==> config.mk <==
export PLATFORM = sky130hd
export DESIGN_NAME = fft_frame_ctrl
export DESIGN_NICKNAME = d
export VERILOG_FILES = /design/src/rtl/fft_frame_ctrl.sv
export SDC_FILE = /design/constraint.sdc
export NUM_CORES = 1
export LEC_CHECK = 0
export ABC_CLOCK_PERIOD_IN_PS = 3060
export CORE_MARGIN = 2
export CORE_UTILIZATION = 33
export DETAILED_ROUTE_END_ITERATION = 8
export PLACE_DENSITY_LB_ADDON = 0.05
export SLEW_MARGIN = 5
export SYNTH_ARGS = -nofsm -noshare
export SYNTH_HDL_FRONTEND = slang
export SYNTH_SLANG_ARGS = --single-unit
==> constraint.sdc <==
create_clock -name clk -period 3.06 [get_ports clk]
set_clock_uncertainty 0.05 [all_clocks]
set_input_delay 0.612 -clock clk [delete_from_list [all_inputs] [get_ports clk]]
set_output_delay 0.612 -clock clk [all_outputs]
set_load 0.03 [all_outputs]
==> src/rtl/fft_frame_ctrl.sv <==
// fft_frame_ctrl: bit-reversed frame fill, FFT burst feed, windowed |re|+|im| peak pick
module fft_frame_ctrl #(
  parameter int DATLEN = 12,
  parameter int VLEN = 16,
  parameter int VLEN_LOG2 = 4,
  parameter int LO730 = 1,
  parameter int HI730 = 3,
  parameter int LO850 = 4,
  parameter int HI850 = 6,
  parameter int WAIT_MAX = 255
) (
  input  logic                clk,
  input  logic                rst,
  input  logic [DATLEN-1:0]   sample,
  input  logic                sample_valid,
  output logic [2*DATLEN-1:0] fft_in,
  output logic                fft_in_nd,
  input  logic [2*DATLEN-1:0] fft_out,
  input  logic                fft_out_nd,
  input  logic                fft_overflow,
  output logic [DATLEN-1:0]   max730,
  output logic [DATLEN-1:0]   max850,
  output logic                result_valid,
  output logic                overrun,
  output logic                fft_err
);
  localparam int WW = $clog2(WAIT_MAX + 1);
  typedef enum logic [2:0] {FILL, FEED, WAIT, DRAIN, REPORT} state_t;
  state_t state, state_n;
  logic [DATLEN-1:0] mem [VLEN];
  logic [VLEN_LOG2-1:0] wr_cnt, wr_rev, rd_cnt, bin_cnt;
  logic [WW-1:0] wait_cnt;
  logic [DATLEN-1:0] run730, run850, re, im, mag;
  logic [DATLEN:0] abs_re, abs_im, sum;
  logic take, proc, timeout, last_bin, hit730, hit850;
  for (genvar i = 0; i < VLEN_LOG2; i++) begin : g_rev
    assign wr_rev[i] = wr_cnt[VLEN_LOG2-1-i];
  end
  assign take = sample_valid && state == FILL;
  assign proc = fft_out_nd && (state == WAIT || state == DRAIN);
  assign timeout = state == WAIT && !fft_out_nd && wait_cnt == WW'(WAIT_MAX - 1);
  assign last_bin = proc && bin_cnt == VLEN_LOG2'(VLEN - 1);
  assign {re, im} = fft_out;
  // one extra bit so |-2^(DATLEN-1)| is representable
  assign abs_re = re[DATLEN-1] ? {1'b0, ~re} + 1'b1 : {1'b0, re};
  assign abs_im = im[DATLEN-1] ? {1'b0, ~im} + 1'b1 : {1'b0, im};
  assign sum = abs_re + abs_im;
  assign mag = sum[DATLEN] ? '1 : sum[DATLEN-1:0];
  assign hit730 = bin_cnt >= VLEN_LOG2'(LO730) && bin_cnt <= VLEN_LOG2'(HI730);
  assign hit850 = bin_cnt >= VLEN_LOG2'(LO850) && bin_cnt <= VLEN_LOG2'(HI850);
  always_comb begin
    state_n = state;
    case (state)
      FILL:    if (take && wr_cnt == VLEN_LOG2'(VLEN - 1)) state_n = FEED;
      FEED:    if (rd_cnt == VLEN_LOG2'(VLEN - 1)) state_n = WAIT;
      WAIT:    state_n = fft_out_nd ? DRAIN : timeout ? FILL : WAIT;
      DRAIN:   if (last_bin) state_n = REPORT;
      default: state_n = FILL;
    endcase
  end
  always_ff @(posedge clk)
    if (take) mem[wr_rev] <= sample;
  always_ff @(posedge clk or posedge rst)
    if (rst) begin
      state <= FILL;
      wr_cnt <= '0;
      rd_cnt <= '0;
      bin_cnt <= '0;
      wait_cnt <= '0;
      run730 <= '0;
      run850 <= '0;
      fft_in <= '0;
      fft_in_nd <= 1'b0;
      max730 <= '0;
      max850 <= '0;
      result_valid <= 1'b0;
      overrun <= 1'b0;
      fft_err <= 1'b0;
    end else begin
      state <= state_n;
      if (take) wr_cnt <= wr_cnt + 1'b1;
      rd_cnt <= state == FEED ? rd_cnt + 1'b1 : '0;
      fft_in_nd <= state == FEED;
      fft_in <= state == FEED ? {mem[rd_cnt], DATLEN'(0)} : '0;
      wait_cnt <= state == WAIT ? wait_cnt + 1'b1 : '0;
      if (proc) bin_cnt <= bin_cnt + 1'b1;
      result_valid <= state == REPORT;
      if (state == REPORT) begin
        max730 <= run730;
        max850 <= run850;
        run730 <= '0;
        run850 <= '0;
      end else if (proc) begin
        if (hit730 && mag > run730) run730 <= mag;
        if (hit850 && mag > run850) run850 <= mag;
      end
      overrun <= overrun | (sample_valid && state != FILL);
      fft_err <= fft_err | fft_overflow | timeout;
    end
endmodule

==> impl_metrics.env, run 1 <==
export IMPL_reg2reg_from="state[0]$_DFFE_PP0P_"
export IMPL_yosys_warnings=0
export IMPL_drtIter0Drc=273
export IMPL_nFillCells=3405
export IMPL_critPathBufInv=2
export IMPL_fin_crit_sh=1.41
export IMPL_antenna_left=0
export IMPL_violations="setup timing"
export IMPL_cts_tree="built"
export IMPL_cts_clk_slew_worst_paths_ns=0.06
export IMPL_regArea_um2=7950
export IMPL_cpMostUsedCell="or3_4"
export IMPL_p_leak_nw=6.48
export IMPL_top_level_ports=93
export IMPL_start_kind="primary input"
export IMPL_yosysTopAreaCell="edfxtp_1"
export IMPL_synth_edff_count=192
export IMPL_hp_start="overrun$_DFF_PP0_"
export IMPL_wl_per_cell_um=19.6
export IMPL_dieHeight_um=199
export IMPL_place_gp_congestion=0.837
export IMPL_yosysTopAreaCellShare=0.460
export IMPL_fmax_ghz=0.232
export IMPL_criticalPathCategory="primary input to flop"
export IMPL_die_area_um2=39500
export IMPL_place_area_um2=14900
export IMPL_worstMarginPinSlew_ns=0.935
export IMPL_finalWirelength_um=31700
export IMPL_core_area_um2=37500
export IMPL_htreeDepth=2
export IMPL_cap_violations=0
export IMPL_setup_viol_count_final=24
export IMPL_endpoint_kind="flop"
export IMPL_critPathSlowestCell="or3_4"
export IMPL_hold_viol_final=0
export IMPL_multiInputGateArea_um2=4930
export IMPL_start_util=0.334
export IMPL_slew_violations=0
export IMPL_port_buffers=80
export IMPL_arrival_ns=4.65
export IMPL_critPathMaxFanout=6
export IMPL_clk_latency_ns=0.52
export IMPL_via_per_inst=4.78
export IMPL_grt_max_degree=54
export IMPL_grt_pass1_wl_um=49300
export IMPL_cts_buffers=34
export IMPL_status="complete, but fails checks"
export IMPL_total_power_w=0.0125
export IMPL_area_growth_pct=33.6
export IMPL_clockBufferDepth=3
export IMPL_synth_ff_type="edfxtp_1"
export IMPL_worstPathRequired_ns=3.40
export IMPL_setup_worst_path_start="fft_out[3]"
export IMPL_cpPeakStageDelay_ns=0.43
export IMPL_finalInstanceArea_um2=16700
export IMPL_setup_ws_ns=-1.25
export IMPL_async_reset_ff_frac=0.312
export IMPL_antenna_found_initial=1
export IMPL_cp_top_family="simple AND/OR/NAND/NOR gates"
export IMPL_rsz0062_at_grt="yes"
export IMPL_clock_sinks=279
export IMPL_hpwl_um=21000
export IMPL_yosysSeqAreaShare=0.634
export IMPL_avgSynthCellArea_um2=14.7
export IMPL_fin_util=0.446
export IMPL_grt_pass1_vias=8420
export IMPL_ys_ff_latch=279
export IMPL_drt_first_pass_iters=4
export IMPL_syn_area_um2=12500
export IMPL_power_density_nw_per_um2=749
export IMPL_die_w_um=199
export IMPL_finalSetupTns_ns=-28.55
export IMPL_final_cells=1615
export IMPL_nNetsFinal=1167
export IMPL_track_usage=0.166
export IMPL_synth_cells=851
export IMPL_peakVddDrop_mv=0.487
export IMPL_dp_cells=1524
export IMPL_min_period_ns=4.31
export IMPL_slew_headroom=0.376
export IMPL_gr_total_overflow=0
export IMPL_ys_types=52
export IMPL_drive_above_1_share=0.334
export IMPL_route_detailed_drc=0
export IMPL_hold_path_class="flop to flop"
export IMPL_dr_total_vias=7716
export IMPL_crit_chain="buf_8, nor3_4, nand3_2, or3_4, or3_4, nor4b_4, ha_4, a21oi_4, o21a_4, and3_1, mux2_4, inv_4, ha_4, nand4_1, or2_1, a21oi_2, a2111oi_2, or3_4, mux2_4"
export IMPL_yosys_top_cells_area="edfxtp_1 46%, dfrtp_1 17%, mux4_2 11%"
export IMPL_row_count=71
export IMPL_root_buffer="clkbuf_16"
## metrics by stage
stage / setup WS, ns / hold WS [ns]
after detailed placement: -2.26 / 0.402
after global routing: -1.41 / 0.447
final: -1.25 / 0.414
after CTS: -1.32 / 0.414
after floorplan: -1.46 / 0.410
after global placement: -2.24 / 0.399
## worst paths after layout
path / cells after the start / slack [ns] / endpoint
hold / removal: 1 / 0.41 / overrun$_DFF_PP0_
setup reg to reg: 5 / 0.75 / mem[13][7]$_DFFE_PP_
max in group asynchronous: 3 / 1.80 / run730[8]$_DFFE_PP0P_
hold reg to reg: 1 / 0.41 / overrun$_DFF_PP0_
setup / recovery: 19 / -1.25 / run850[8]$_DFFE_PP0P_
min in group asynchronous: 2 / 0.43 / wr_cnt[2]$_DFFE_PP0P_
## cells in the final DEF (no fill, tap or decap), types with 12 or more instances in the layout
cell type | synthesis | layout
buf_4 | 14 | 125
buf_6 | 1 | 12
clkbuf_16 | 0 | 35
clkdlybuf4s50_1 | 0 | 68
conb_1 | 1 | 12
dfrtp_1 | 87 | 85
edfxtp_1 | 192 | 192
ha_1 | 48 | 30
ha_4 | 0 | 16
inv_1 | 51 | 39
mux2i_1 | 23 | 21
mux4_2 | 60 | 60
nand2_1 | 80 | 73
nand3_1 | 16 | 12
nor2_1 | 34 | 28
nor2b_1 | 18 | 18
o21ai_1 | 22 | 24
xnor2_1 | 30 | 23
## kinds of logic after synthesis
kind of cell,synth area share
mux,0.129
flops,0.634
other cells,0.000299
buf+inv,0.0345
fa+ha+maj,0.0496
compound gates,0.0448
simple gates,0.0819
xor+xnor,0.0259
## layout make-up
type,count,area share
diodes,1,0.000150
clock buffers,48,0.0565
clock inverters,14,0.00554
inverters,52,0.0123
multi-input cells,487,0.294
flip-flops and latches,279,0.475
well taps,511,0.0382
repair buffers,223,0.118
## where the power goes
part	total (W)	internal (W)	switching, W
logic	0.00397	0.00196	0.00202
clock network	0.00373	0.00217	0.00155
registers	0.00482	0.00448	0.000346
total	0.0125	0.00861	0.00392
## what timing repair did
item,CTS,global route
setup buffers,20,9
hold buffers,0,0
setup endpoints to repair,24,24
gates resized for setup,107,59
pin swaps,48,54
gates cloned,0,0
## registers in the layout (all words and copies together), names as in the netlist, 3 cells and up
name      count
mem         192
fft_in       12
max730       12
max850       12
run730       12
run850       12
wait_cnt      8
bin_cnt       4
rd_cnt        4
wr_cnt        4
state         3
## per-layer routing
layer,part of all wire,track usage
met5,0,0
met4,0.026,0.0520
met3,0.032,0.0270
met2,0.54,0.309
met1,0.40,0.195
## cells in the mapped netlist (18+ instances only)
| cell type | n |
|---|---|
| nor2_1 | 34 |
| inv_1 | 51 |
| xnor2_1 | 30 |
| o21ai_1 | 22 |
| dfrtp_1 | 87 |
| nand2_1 | 80 |
| a21oi_1 | 22 |
| mux2i_1 | 23 |
| nor2b_1 | 18 |
| mux4_2 | 60 |
| ha_1 | 48 |
| edfxtp_1 | 192 |
Note: power is estimated with default switching activity, not from simulation.
==> run 2: changes to the inputs <==
--- a/config.mk
+++ b/config.mk
@@ -6,6 +6,7 @@
 export NUM_CORES = 1
 export LEC_CHECK = 0
 export ABC_CLOCK_PERIOD_IN_PS = 3060
+export CAP_MARGIN = 20
 export CORE_MARGIN = 2
 export CORE_UTILIZATION = 33
 export DETAILED_ROUTE_END_ITERATION = 8
==> results of run 2 <==
The final DEF is identical to that of run 1; final timing and power are the same.
==> run 3: changes to the inputs <==
--- a/config.mk
+++ b/config.mk
@@ -5,7 +5,7 @@
 export SDC_FILE = /design/constraint.sdc
 export NUM_CORES = 1
 export LEC_CHECK = 0
-export ABC_CLOCK_PERIOD_IN_PS = 3060
+export ABC_CLOCK_PERIOD_IN_PS = 5100
 export CAP_MARGIN = 20
 export CORE_MARGIN = 2
 export CORE_UTILIZATION = 33
==> constraint.sdc (replaced) <==
create_clock -name clk -period 5.1 [get_ports clk]
set_clock_uncertainty 0.05 [all_clocks]
set_input_delay 1.02 -clock clk [delete_from_list [all_inputs] [get_ports clk]]
set_output_delay 1.02 -clock clk [all_outputs]
set_load 0.03 [all_outputs]
==> run 3 against run 2 <==
Against the previous run: routed wire length shrank 2.7%; critical path type unchanged; via count shrank 3.8%; sequential share of layout area grew 2.1 points; clock power shrank 44%; combinational power shrank 47%; cell count shrank 2.4%; register-to-register slack gained 1.6 ns; flip-flop and latch count is the same; clock-buffer cell count is the same; design area shrank 4.2%; power shrank 43%; the flow now finishes without violations; critical path depth grew 3; largest cell class unchanged.
==> impl_metrics.env, run 3 (synthesis gave the netlist of run 1 again) <==
export IMPL_antenna_found_initial=0
export IMPL_cts_clk_slew_worst_paths_ns=0.06
export IMPL_clockBufferDepth=3
export IMPL_finalInstanceArea_um2=16000
export IMPL_dp_cells=1508
export IMPL_core_area_um2=37500
export IMPL_drive_above_1_share=0.269
export IMPL_area_growth_pct=27.9
export IMPL_root_buffer="clkbuf_16"
export IMPL_hold_viol_final=0
export IMPL_fin_hold_ws_ns=0.411
export IMPL_place_gp_congestion=0.745
export IMPL_most_common_layout_cells="192 x edfxtp_1, 102 x buf_4, 85 x dfrtp_1"
export IMPL_setup_ws_ns=0.143
export IMPL_slew_violations=0
export IMPL_rr_worst_depth=4
export IMPL_critPathBufInv=4
export IMPL_port_buffers=80
export IMPL_start_util=0.334
export IMPL_final_cells=1576
export IMPL_crit_chain="dlygate4sd2_1, nor3_2, nand3_1, or3_4, or3_4, nand2_2, xnor2_1, ha_1, buf_6, a21oi_4, o21ai_1, buf_4, nor2_1, mux2i_2, buf_4, ha_1, nand4_1, or2_1, a21oi_2, a2111oi_2, or3_4, mux2_4"
export IMPL_hpwl_um=19700
export IMPL_p_clk_frac=0.293
export IMPL_critPathSlowestCell="or3_4"
export IMPL_worstMarginPinSlew_ns=1.04
export IMPL_die_w_um=199
export IMPL_dieHeight_um=199
export IMPL_reg2reg_to="fft_in[17]$_DFF_PP0_"
export IMPL_clk_latency_ns=0.58
export IMPL_status="finished clean"
export IMPL_regArea_um2=7950
export IMPL_grt_max_degree=43
export IMPL_p_leak_nw=6.24
export IMPL_fin_crit_sh=0.972
export IMPL_min_period_ns=4.96
export IMPL_cts_tree="built"
export IMPL_swShare=0.312
export IMPL_endpoint_kind="flop"
export IMPL_worstPathRequired_ns=5.50
export IMPL_cpMostUsedCell="or3_4"
export IMPL_postCtsHoldBufs=0
export IMPL_die_area_um2=39500
export IMPL_fmax_ghz=0.202
export IMPL_p_comb_frac=0.295
export IMPL_arrival_ns=5.36
export IMPL_whs_endpoint="overrun$_DFF_PP0_"
export IMPL_via_per_inst=4.71
export IMPL_nFillCells=3506
export IMPL_slew_headroom=0.307
export IMPL_reg2reg_from="rd_cnt[0]$_DFF_PP0_"
export IMPL_multiInputGateArea_um2=4620
export IMPL_gr_total_overflow=0
export IMPL_drt_first_pass_iters=4
export IMPL_dr_total_vias=7421
export IMPL_diodes=0
export IMPL_row_count=71
export IMPL_route_detailed_drc=0
export IMPL_hold_path_class="flop to flop"
export IMPL_cap_violations=0
export IMPL_setup_viol_count_final=0
export IMPL_finalWirelength_um=30800
export IMPL_grt_pass1_vias=7834
export IMPL_grt_pass1_wl_um=47500
export IMPL_wl_per_cell_um=19.6
export IMPL_hp_start="overrun$_DFF_PP0_"
export IMPL_mostFrequentLayoutCell="edfxtp_1"
export IMPL_largest_reg_flops=192
export IMPL_place_area_um2=14500
export IMPL_hold_depth=1
export IMPL_drtIter0Drc=360
export IMPL_seq_power_share=0.412
export IMPL_top_register="mem"
export IMPL_cpPeakStageDelay_ns=0.43
export IMPL_start_kind="primary input"
export IMPL_dpl_worst_slack_ns=-1.10
export IMPL_fin_util=0.427
export IMPL_antenna_left=0
export IMPL_power_density_nw_per_um2=449
export IMPL_peakVddDrop_mv=0.285
export IMPL_nNetsFinal=1130
export IMPL_intPower_w=0.00494
export IMPL_p_sw_w=0.00224
export IMPL_cp_top_family="simple AND/OR/NAND/NOR gates"
export IMPL_criticalPathCategory="primary input to flop"
export IMPL_critPathMaxFanout=5
export IMPL_rrSetupSlack_ns=2.31
export IMPL_htreeDepth=1
export IMPL_clock_sinks=279
export IMPL_top_level_ports=93
export IMPL_track_usage=0.161
export IMPL_cts_buffers=31
-- run 3: layer usage --
| layer | part of all wire | vias up | track usage |
|---|---|---|---|
| met2 | 0.52 | 109 | 0.292 |
| met4 | 0.023 | 0 | 0.0390 |
| li1 | - | 3528 | - |
| met3 | 0.034 | 46 | 0.0234 |
| met1 | 0.42 | 3738 | 0.203 |
| met5 | 0 | - | 0 |
-- run 3: area by class of cell --
cell class	instances	share of cell area
well taps	511	0.0399
clock inverters	10	0.00406
repair buffers	189	0.104
flip-flops and latches	279	0.496
inverters	52	0.0125
multi-input cells	487	0.288
clock buffers	48	0.0555
-- run 3: repair_timing --
| action | 4_1_cts | 5_1_grt |
|---|---|---|
| gates cloned | 0 | 0 |
| setup buffers | 3 | 7 |
| pin swaps | 15 | 29 |
| resized for setup | 42 | 59 |
| endpoints found under the setup margin | 24 | 24 |
-- run 3: worst register-to-register path: cells and delay by family, from the launching register on --
| kind | cells | cell delay [ns] |
|---|---|---|
| flip-flops | 1 | 1.00 |
| multiplexers | 2 | 1.02 |
| AND/OR/NAND/NOR | 1 | 0.15 |
| buffers and inverters | 1 | 0.44 |
-- run 3: worst max-delay path by stage --
stage | from | endpoint | slack [ns] | cells after the start
floorplan | fft_out[14] | run850[8]$_DFFE_PP0P_ | 0.003 | 20
global placement | fft_out[2] | run850[5]$_DFFE_PP0P_ | -1.06 | 22
detailed placement | fft_out[2] | run850[1]$_DFFE_PP0P_ | -1.10 | 22
CTS | fft_out[3] | run730[0]$_DFFE_PP0P_ | 0.002 | 20
global route | fft_out[4] | run850[0]$_DFFE_PP0P_ | -0.01 | 24
finish | fft_out[4] | run850[8]$_DFFE_PP0P_ | 0.14 | 22
-- run 3: power by group through the flow --
stage / clock [W] / combinational, W / sequential, W
floorplan: 0 / 0.00119 / 0.00299
global placement: 0 / 0.00203 / 0.00301
detailed placement: 0 / 0.00203 / 0.00302
CTS: 0.00217 / 0.00210 / 0.00297
global route: 0.00226 / 0.00233 / 0.00301
finish: 0.00210 / 0.00212 / 0.00296
-- run 3: through the flow --
| step | total power (W) | setup TNS (ns) |
|---|---|---|
| 2_1_floorplan | 0.00418 | 0 |
| 6_report | 0.00719 | 0 |
| 3_3_place_gp | 0.00505 | -23.53 |
| 5_1_grt | 0.00760 | -0.0343 |
| 4_1_cts | 0.00724 | 0 |
| 3_5_place_dp | 0.00505 | -23.90 |
